**src/rtl/command_parser.sv**
```systemverilog
// Command FIFO read side: reassembles TILE/VERTEX/TRIANGLE/NOP byte commands and
// emits tile starts and resolved triangles over valid/ready handshakes.
module command_parser #(
  parameter int TILE_X_MAX = 9,
  parameter int TILE_Y_MAX = 7,
  parameter int ERR_CNT_W  = 8
) (
  input  logic                 clk,
  input  logic                 rst,
  input  logic [7:0]           command_rddata,
  input  logic                 command_empty,
  output logic                 command_pop,
  output logic                 tile_valid,
  input  logic                 tile_ready,
  output logic [3:0]           tile_x,
  output logic [2:0]           tile_y,
  output logic                 tri_valid,
  input  logic                 tri_ready,
  output logic [37:0]          tri_v0,
  output logic [37:0]          tri_v1,
  output logic [37:0]          tri_v2,
  output logic [ERR_CNT_W-1:0] err_count
);

  typedef enum logic [2:0] {
    ST_HDR       = 3'd0,
    ST_TILE_LO   = 3'd1,
    ST_VTX_BODY  = 3'd2,
    ST_EMIT_TILE = 3'd3,
    ST_EMIT_TRI  = 3'd4
  } state_t;

  localparam logic [1:0] OP_NOP = 2'b00;
  localparam logic [1:0] OP_TILE = 2'b01;
  localparam logic [1:0] OP_TRI = 2'b10;
  localparam logic [1:0] OP_VTX = 2'b11;

  // Range check done at 32 bits so the limit may equal the field's full range.
  function automatic logic id_in_range(input logic [31:0] id, input logic [31:0] max_id);
    id_in_range = (id <= max_id);
  endfunction

  state_t        state_r;
  state_t        next_state_s;
  logic [2:0]    byte_cnt_r;
  logic [1:0]    vtx_slot_r;
  logic [31:0]   vtx_shift_r;
  logic [37:0]   slot_mem_r [4];
  logic [3:0]    slot_valid_r;
  logic [3:0]    tile_x_r;
  logic [2:0]    tile_y_r;
  logic [37:0]   tri_v0_r;
  logic [37:0]   tri_v1_r;
  logic [37:0]   tri_v2_r;
  logic [ERR_CNT_W-1:0] err_count_r;

  logic          pop_s;
  logic [1:0]    op_s;
  logic [1:0]    slot_a_s;
  logic [1:0]    slot_b_s;
  logic [1:0]    slot_c_s;
  logic          tri_ok_s;
  logic          tile_ok_s;
  logic          err_s;
  logic          vtx_last_s;
  logic [37:0]   vtx_word_s;

  assign op_s       = command_rddata[7:6];
  assign slot_a_s   = command_rddata[5:4];
  assign slot_b_s   = command_rddata[3:2];
  assign slot_c_s   = command_rddata[1:0];
  assign tri_ok_s   = slot_valid_r[slot_a_s] && slot_valid_r[slot_b_s] && slot_valid_r[slot_c_s];
  assign tile_ok_s  = id_in_range({28'd0, command_rddata[3:0]}, 32'(TILE_X_MAX)) &&
                      id_in_range({29'd0, command_rddata[6:4]}, 32'(TILE_Y_MAX));
  assign vtx_last_s = (byte_cnt_r == 3'd5);
  assign vtx_word_s = {vtx_shift_r[29:0], command_rddata};

  // State register.
  always_ff @(posedge clk or posedge rst) begin
    if (rst) begin
      state_r <= ST_HDR;
    end else begin
      state_r <= next_state_s;
    end
  end

  // Next-state decode; only popped bytes advance the parse.
  always_comb begin
    next_state_s = state_r;
    case (state_r)
      ST_HDR: begin
        if (pop_s) begin
          case (op_s)
            OP_TILE: next_state_s = ST_TILE_LO;
            OP_VTX:  next_state_s = ST_VTX_BODY;
            OP_TRI:  next_state_s = tri_ok_s ? ST_EMIT_TRI : ST_HDR;
            OP_NOP:  next_state_s = ST_HDR;
            default: next_state_s = ST_HDR;
          endcase
        end else begin
          next_state_s = ST_HDR;
        end
      end
      ST_TILE_LO: begin
        if (pop_s) begin
          next_state_s = tile_ok_s ? ST_EMIT_TILE : ST_HDR;
        end else begin
          next_state_s = ST_TILE_LO;
        end
      end
      ST_VTX_BODY: begin
        if (pop_s && vtx_last_s) begin
          next_state_s = ST_HDR;
        end else begin
          next_state_s = ST_VTX_BODY;
        end
      end
      ST_EMIT_TILE: next_state_s = tile_ready ? ST_HDR : ST_EMIT_TILE;
      ST_EMIT_TRI:  next_state_s = tri_ready ? ST_HDR : ST_EMIT_TRI;
      default:      next_state_s = ST_HDR;
    endcase
  end

  // Output decode from the state register; pop stalls while an emit is pending.
  always_comb begin
    pop_s      = 1'b0;
    tile_valid = 1'b0;
    tri_valid  = 1'b0;
    case (state_r)
      ST_HDR, ST_TILE_LO, ST_VTX_BODY: pop_s = !command_empty;
      ST_EMIT_TILE: tile_valid = 1'b1;
      ST_EMIT_TRI:  tri_valid = 1'b1;
      default: begin
        pop_s      = 1'b0;
        tile_valid = 1'b0;
        tri_valid  = 1'b0;
      end
    endcase
  end

  // Protocol-error strobe: unresolved triangle slot or out-of-range tile id.
  always_comb begin
    err_s = 1'b0;
    if (pop_s && (state_r == ST_HDR) && (op_s == OP_TRI) && !tri_ok_s) begin
      err_s = 1'b1;
    end else if (pop_s && (state_r == ST_TILE_LO) && !tile_ok_s) begin
      err_s = 1'b1;
    end else begin
      err_s = 1'b0;
    end
  end

  // Datapath: vertex assembly, slot buffer, tile and triangle output registers.
  always_ff @(posedge clk or posedge rst) begin
    if (rst) begin
      byte_cnt_r   <= 3'd0;
      vtx_slot_r   <= 2'd0;
      vtx_shift_r  <= 32'd0;
      slot_valid_r <= 4'd0;
      tile_x_r     <= 4'd0;
      tile_y_r     <= 3'd0;
      tri_v0_r     <= 38'd0;
      tri_v1_r     <= 38'd0;
      tri_v2_r     <= 38'd0;
      for (int i = 0; i < 4; i++) begin
        slot_mem_r[i] <= 38'd0;
      end
    end else if (pop_s) begin
      case (state_r)
        ST_HDR: begin
          if (op_s == OP_VTX) begin
            byte_cnt_r  <= 3'd1;
            vtx_slot_r  <= command_rddata[5:4];
            vtx_shift_r <= 32'd0;
          end else if ((op_s == OP_TRI) && tri_ok_s) begin
            tri_v0_r <= slot_mem_r[slot_a_s];
            tri_v1_r <= slot_mem_r[slot_b_s];
            tri_v2_r <= slot_mem_r[slot_c_s];
          end
        end
        ST_TILE_LO: begin
          if (tile_ok_s) begin
            tile_x_r     <= command_rddata[3:0];
            tile_y_r     <= command_rddata[6:4];
            slot_valid_r <= 4'd0;
          end
        end
        ST_VTX_BODY: begin
          vtx_shift_r <= {vtx_shift_r[23:0], command_rddata};
          if (vtx_last_s) begin
            byte_cnt_r               <= 3'd0;
            slot_mem_r[vtx_slot_r]   <= vtx_word_s;
            slot_valid_r[vtx_slot_r] <= 1'b1;
          end else begin
            byte_cnt_r <= byte_cnt_r + 3'd1;
          end
        end
        default: byte_cnt_r <= byte_cnt_r;
      endcase
    end
  end

  // Saturating protocol-error counter.
  always_ff @(posedge clk or posedge rst) begin
    if (rst) begin
      err_count_r <= '0;
    end else if (err_s && (err_count_r != {ERR_CNT_W{1'b1}})) begin
      err_count_r <= err_count_r + {{(ERR_CNT_W-1){1'b0}}, 1'b1};
    end
  end

  assign command_pop = pop_s;
  assign tile_x      = tile_x_r;
  assign tile_y      = tile_y_r;
  assign tri_v0      = tri_v0_r;
  assign tri_v1      = tri_v1_r;
  assign tri_v2      = tri_v2_r;
  assign err_count   = err_count_r;

endmodule

```
**config.mk**
```make
export PLATFORM = sky130hd
export DESIGN_NAME = command_parser
export DESIGN_NICKNAME = d
export VERILOG_FILES = /design/src/rtl/command_parser.sv
export SDC_FILE = /design/constraint.sdc
export NUM_CORES = 1
export LEC_CHECK = 0
export ABC_AREA = 1
export BUFFER_PORTS_ARGS = -buffer_cell sky130_fd_sc_hd__buf_4
export CAP_MARGIN = 20
export CORE_MARGIN = 2
export CORE_UTILIZATION = 45
export CTS_CLUSTER_SIZE = 24
export DETAILED_ROUTE_END_ITERATION = 10
export PLACE_DENSITY = 0.68
export SYNTH_ARGS = -nofsm -noshare
export SYNTH_HDL_FRONTEND = slang
export SYNTH_SLANG_ARGS = --single-unit
```
**constraint.sdc**
```tcl
create_clock -name clk -period 11.53 [get_ports clk]
set_clock_uncertainty 0.15 [all_clocks]
set_input_delay 2.306 -clock clk [delete_from_list [all_inputs] [get_ports clk]]
set_output_delay 2.306 -clock clk [all_outputs]
set_load 0.02 [all_outputs]
```
# Word-level counts from Yosys, hierarchy flattened
# Cells that the tools add are included.
# op_classes
n_addsub,2
mul,0
n_div,0
magnitude_cmp,11
n_eq_ne,12
shifts,0
muxes,42
n_bitwise,6
reduce_logical,26
# ops
op,n
2-to-1 mux 38 bit,7
binary-select mux 38 bit (select 2 bit),3
bitwise mux 152 bit,1
demux 38 bit (select 2 bit),1
case mux 30 bit (2 select lines),1
2-to-1 mux 30 bit,1
2-to-1 mux 3 bit,5
case mux 3 bit (5 select lines),1
"greater-or-equal comparator 3 bit, second input constant",4
logical AND 1 bit,12
"< comparator 2 x 3 -> 1 bit, second input constant",4
inverter 2 -> 3 bit,4
case mux 3 bit (4 select lines),1
AND reduction 3 bit,4
2-to-1 mux 1 bit,9
"adder 8 x 1 -> 8 bit, second input constant",1
2-to-1 mux 2 bit,4
2-to-1 mux 4 bit,2
"inequality test 8 bit, second input constant",1
case mux 4 bit (2 select lines),1
AND reduction 4 bit,2
binary-select mux 1 bit (select 2 bit),3
"== test 3 x 2 -> 1 bit, second input constant",2
"== test 3 bit, second input constant",2
18 further kinds,23
# word_totals
register_bits,323
latch_bits,0
ram_bits,0
rom_bits,0
input_bits,13
out_inout_bits,132
wordCells,114
memories,0

# Logic depth before layout (Yosys ltp)
# logic_depth
word_depth,8
depth_mapped,12
depth_no_buf,11

# Worst setup path after synthesis
# No wires, ideal clock.
# synth_timing
kind,input-to-output
start,in command_empty
end,out command_pop
arrival_time_ns,2.649
required_ns,9.074
slack_ns,6.425
path_stages,3
n_path_buf,0
path_cell_list,nor2_1 nand2_1 inv_1
# synth_between
elab_chain_len,2
# synth_lines
element,line_no,source
start: declaration,11,"input logic command_empty,"
logical NOT 1 bit,130,"ST_HDR, ST_TILE_LO, ST_VTX_BODY: pop_s = !command_empty;"
2-to-1 mux 1 bit,129,case (state_r)
end: declaration,12,"output logic command_pop,"
# No other way between the ends.

# Worst setup path after layout
# layout_timing
start,in command_rddata[5]
end,"reg tri_v0_r[32], in the netlist tri_v0[32]"
# layout_between
elab_chain_len,6
word_cells_on_any_way,10
classes_between,mux (5); bitwise (1); reduce/logical (4)
# layout_lines
element,line_no,source
start: declaration,10,"input logic [7:0] command_rddata,"
binary-select mux 1 bit (select 2 bit),72,assign tri_ok_s = slot_valid_r[slot_a_s] && slot_valid_r[slot_b_s] && slot_valid_r[slot_c_s];
2-to-1 mux 1 bit (implied by the code),72,
logical AND 1 bit (2 in a row),72,
logical AND 1 bit,175,end else if ((op_s == OP_TRI) && tri_ok_s) begin
AND reduction 4 bit (no line),-,
end signal: assignment,176,tri_v0_r <= slot_mem_r[slot_a_s];
end: declaration,52,logic [37:0] tri_v0_r;
# Parallel ways exist; a longest one is shown, timed or not. The select of a mux whose other input is x is not followed.
# A chain may end at the register's enable or synchronous reset.

==> results.md <==
* Fin Setup TNS at 0 ns
* Average cell area after synthesis at approximately 7.8 um^2
* Yosys reg bits at about 320
* Dpl ws at 5.629 ns
* Total number of vias at ~14000
* Number of synthesized flops with an enable pin at 0
* Starting Density at 0.4571
* Routed Antenna Nets at 0
* Port buffer count at 144
* GPL Wtd Cong at 0.8016
* Leakage at between 8 and 9 nW
* CTS max path bufs at 3
* Most frequent cells in the layout: 401 x nand2_1, 349 x o21ai_0, 323 x inv_1, 323 x dfrtp_1, 157 x buf_4
* Top cell type's share of synthesized area at 0.5106
* Final setup viols at 0
* Postcts setup bufs at 0
* Slew Limit Fails at 0
* Worst setup EP type: flop
* Sequential share of the synthesized area at 0.5106
* Clock sink count at between 300 and 400
* Mapped Nets at 2032
* Die footprint at 36690 um^2
* Fmax at 181.4 MHz
* Critical path type: in2reg
* Layout cells sized above 1 at 0.1199
* Reg clk slew, reported paths at 0.06 ns
* Number of global-route vias before repair at roughly 13000
* Max Cap Viol at 0
* Placed Area at 17030 um^2
* Die H at 191.6 um
* HP Class: reg2reg
* Hold Buf Count CTS at 0
* Global-route wire length before repair at around 72 mm
* Setup repair after global routing missed its margin: false
* Ranking of synthesized cells by area: dfrtp_1 51%, o21ai_0 11%, nand2_1 9.6%
* Min Clock Period, post-route at 5.512 ns
* DRC at 0
* Largest net degree at the start of global routing at 186
* CTS tree: done
* Drt wl/cell at roughly 18 um
* DRT Pass-1 Iters at 6
* Final wirelength at approximately 46 mm
* Number of H-tree levels at 2
* CTS resizes at 0
* Worst Setup Start Kind: input pin
* Detailed Route Iter0 Violations at 1620
* GRT Overall Usage at 0.2497
* Final design utilization at 0.5246
* Critical-path cell list: buf_4 > inv_2 > nand3_1 > nand2_1 > and2_1 > nand3_4 > buf_4 > nand2_1 > o21ai_1 > inv_2
* CP max FO at between 100 and 150
* Cell taking the most area after synthesis: dfrtp_1
* Fin area at between 15000 and 20000 um^2
* Most common cell after layout, fill and taps aside: nand2_1
* Grt ovf at 0
* Final Hold Viols at 0
* WHS at 0.3346 ns
* Slew HR at 0.2611
* Die width at 191.6 um
* Antenna violations before repair at 0
* Cell Rows at 68
* Required time worst endpoint at 11.78 ns
* Root Driver: clkbuf_16
* Antenna diodes at 0
* Yosys cell types at 31
* Yosys warns at 0
* Status: finished clean
* # fillers at 3206
* Part of the cycle the worst path needs at 0.4781
* Main flop type after synthesis: dfrtp_1
* Total CTS buffers at 36
* CP Data Arrival Time at between 5 and 6 ns
* Worst vdd ir at roughly 0.15 mV
* Synthesis-to-layout area growth at 14.76%
* Post-DP HPWL at 26.70 mm
* Worst-margin pin slew at around 1.1 ns
* CP max-delay cell: buf_4
* Synth Instances at 2018
* Setup ws final at 6.018 ns
* Pwr dens at 247.8 nW/um^2
* Post-synth ARST share at 1.000
* Worst path max stage delay at 0.93 ns
* Ports at about 150
* Synth Cell Area at between 15000 and 20000 um^2
* Final nets at 2092
* Clk_lat worst skew at roughly 0.51 ns
* Core area at 34630 um^2
* Vias per cell at 5.483
[cell type report]
| class | instances | area [um^2] | area share |
|---|---|---|---|
| clock inverters | 11 | 143.9 | 0.007921 |
| flip-flops and latches | 323 | 8083 | 0.4450 |
| repair buffers | 158 | 1199 | 0.06599 |
| multi-input cells | 1209 | 5854 | 0.3223 |
| clock buffers | 50 | 994.7 | 0.05476 |
| well taps | 455 | 569.3 | 0.03134 |
| inverters | 350 | 1321 | 0.07274 |
[cell usage after synthesis (5+ instances only)]
library cell	n
a21oi_1	115
a22oi_1	5
buf_1	8
buf_2	50
buf_6	5
clkbuf_1	71
dfrtp_1	323
inv_1	324
inv_2	25
nand2_1	404
nand3_1	58
nor2_1	58
o211ai_1	32
o21ai_0	349
o21ai_1	126
o221ai_1	40
[registers in the layout, indices dropped and copies added (netlist names), 4 cells and up]
register,cells
slot_mem_r,152
tri_v0,38
tri_v1,38
tri_v2,38
vtx_shift_r,30
err_count,8
slot_valid_r,4
tile_x,4
[per-layer routing]
layer | global-route usage | share of wire
met5 | 0 | 0
met1 | 0.3599 | 0.44
met2 | 0.3753 | 0.44
met3 | 0.05599 | 0.10
met4 | 0.07456 | 0.021
[worst paths after layout]
kind                                       startpoint                          to  slack [ns]  depth (start not counted)
max                                 command_rddata[5]      tri_v0[32]$_DFFE_PP0P_        6.02                         10
min                        slot_mem_r[98]$_DFFE_PP0P_  slot_mem_r[98]$_DFFE_PP0P_        0.33                          2
min reg2reg                slot_mem_r[98]$_DFFE_PP0P_  slot_mem_r[98]$_DFFE_PP0P_        0.33                          2
max in group asynchronous                         rst    err_count[3]$_DFFE_PP0P_        7.79                          3
max reg2reg                      state_r[2]$_DFF_PP0_      tri_v1[30]$_DFFE_PP0P_        8.45                          7
min in group asynchronous                         rst      tri_v1[25]$_DFFE_PP0P_        1.86                          2
[stage by stage]
| stage | std cells | power (mW) |
|---|---|---|
| after floorplan | 2018 | 2.754 |
| after global placement | 2495 | 3.324 |
| after detailed placement | 2495 | 3.368 |
| after CTS | 2556 | 4.514 |
| after global routing | 2556 | 4.798 |
| final | 2556 | 4.501 |
[power by group]
group	total, mW	switching, mW	leakage (nW)	internal (mW)
clock network	1.13	0.462	0.555	0.671
registers	1.84	0.306	3.95	1.54
logic	1.53	0.953	4.11	0.572
total	4.50	1.72	8.62	2.78
[critical path: cells and delay by family]
kind	cells	cell delay, ns
AND/OR/NAND/NOR	5	1.13
buffers and inverters	4	2.08
AO/OA/AOI/OAI	1	0.15
[kinds of logic after synthesis]
family,share of synthesized area
buffers and inverters,0.1220
AND/OR/NAND/NOR,0.1338
flip-flops,0.5106
XOR/XNOR,0.003321
adder cells (fa/ha/maj),0.0007903
AO/OA/AOI/OAI,0.2294
No activity file was read; power rests on OpenSTA's default activity.
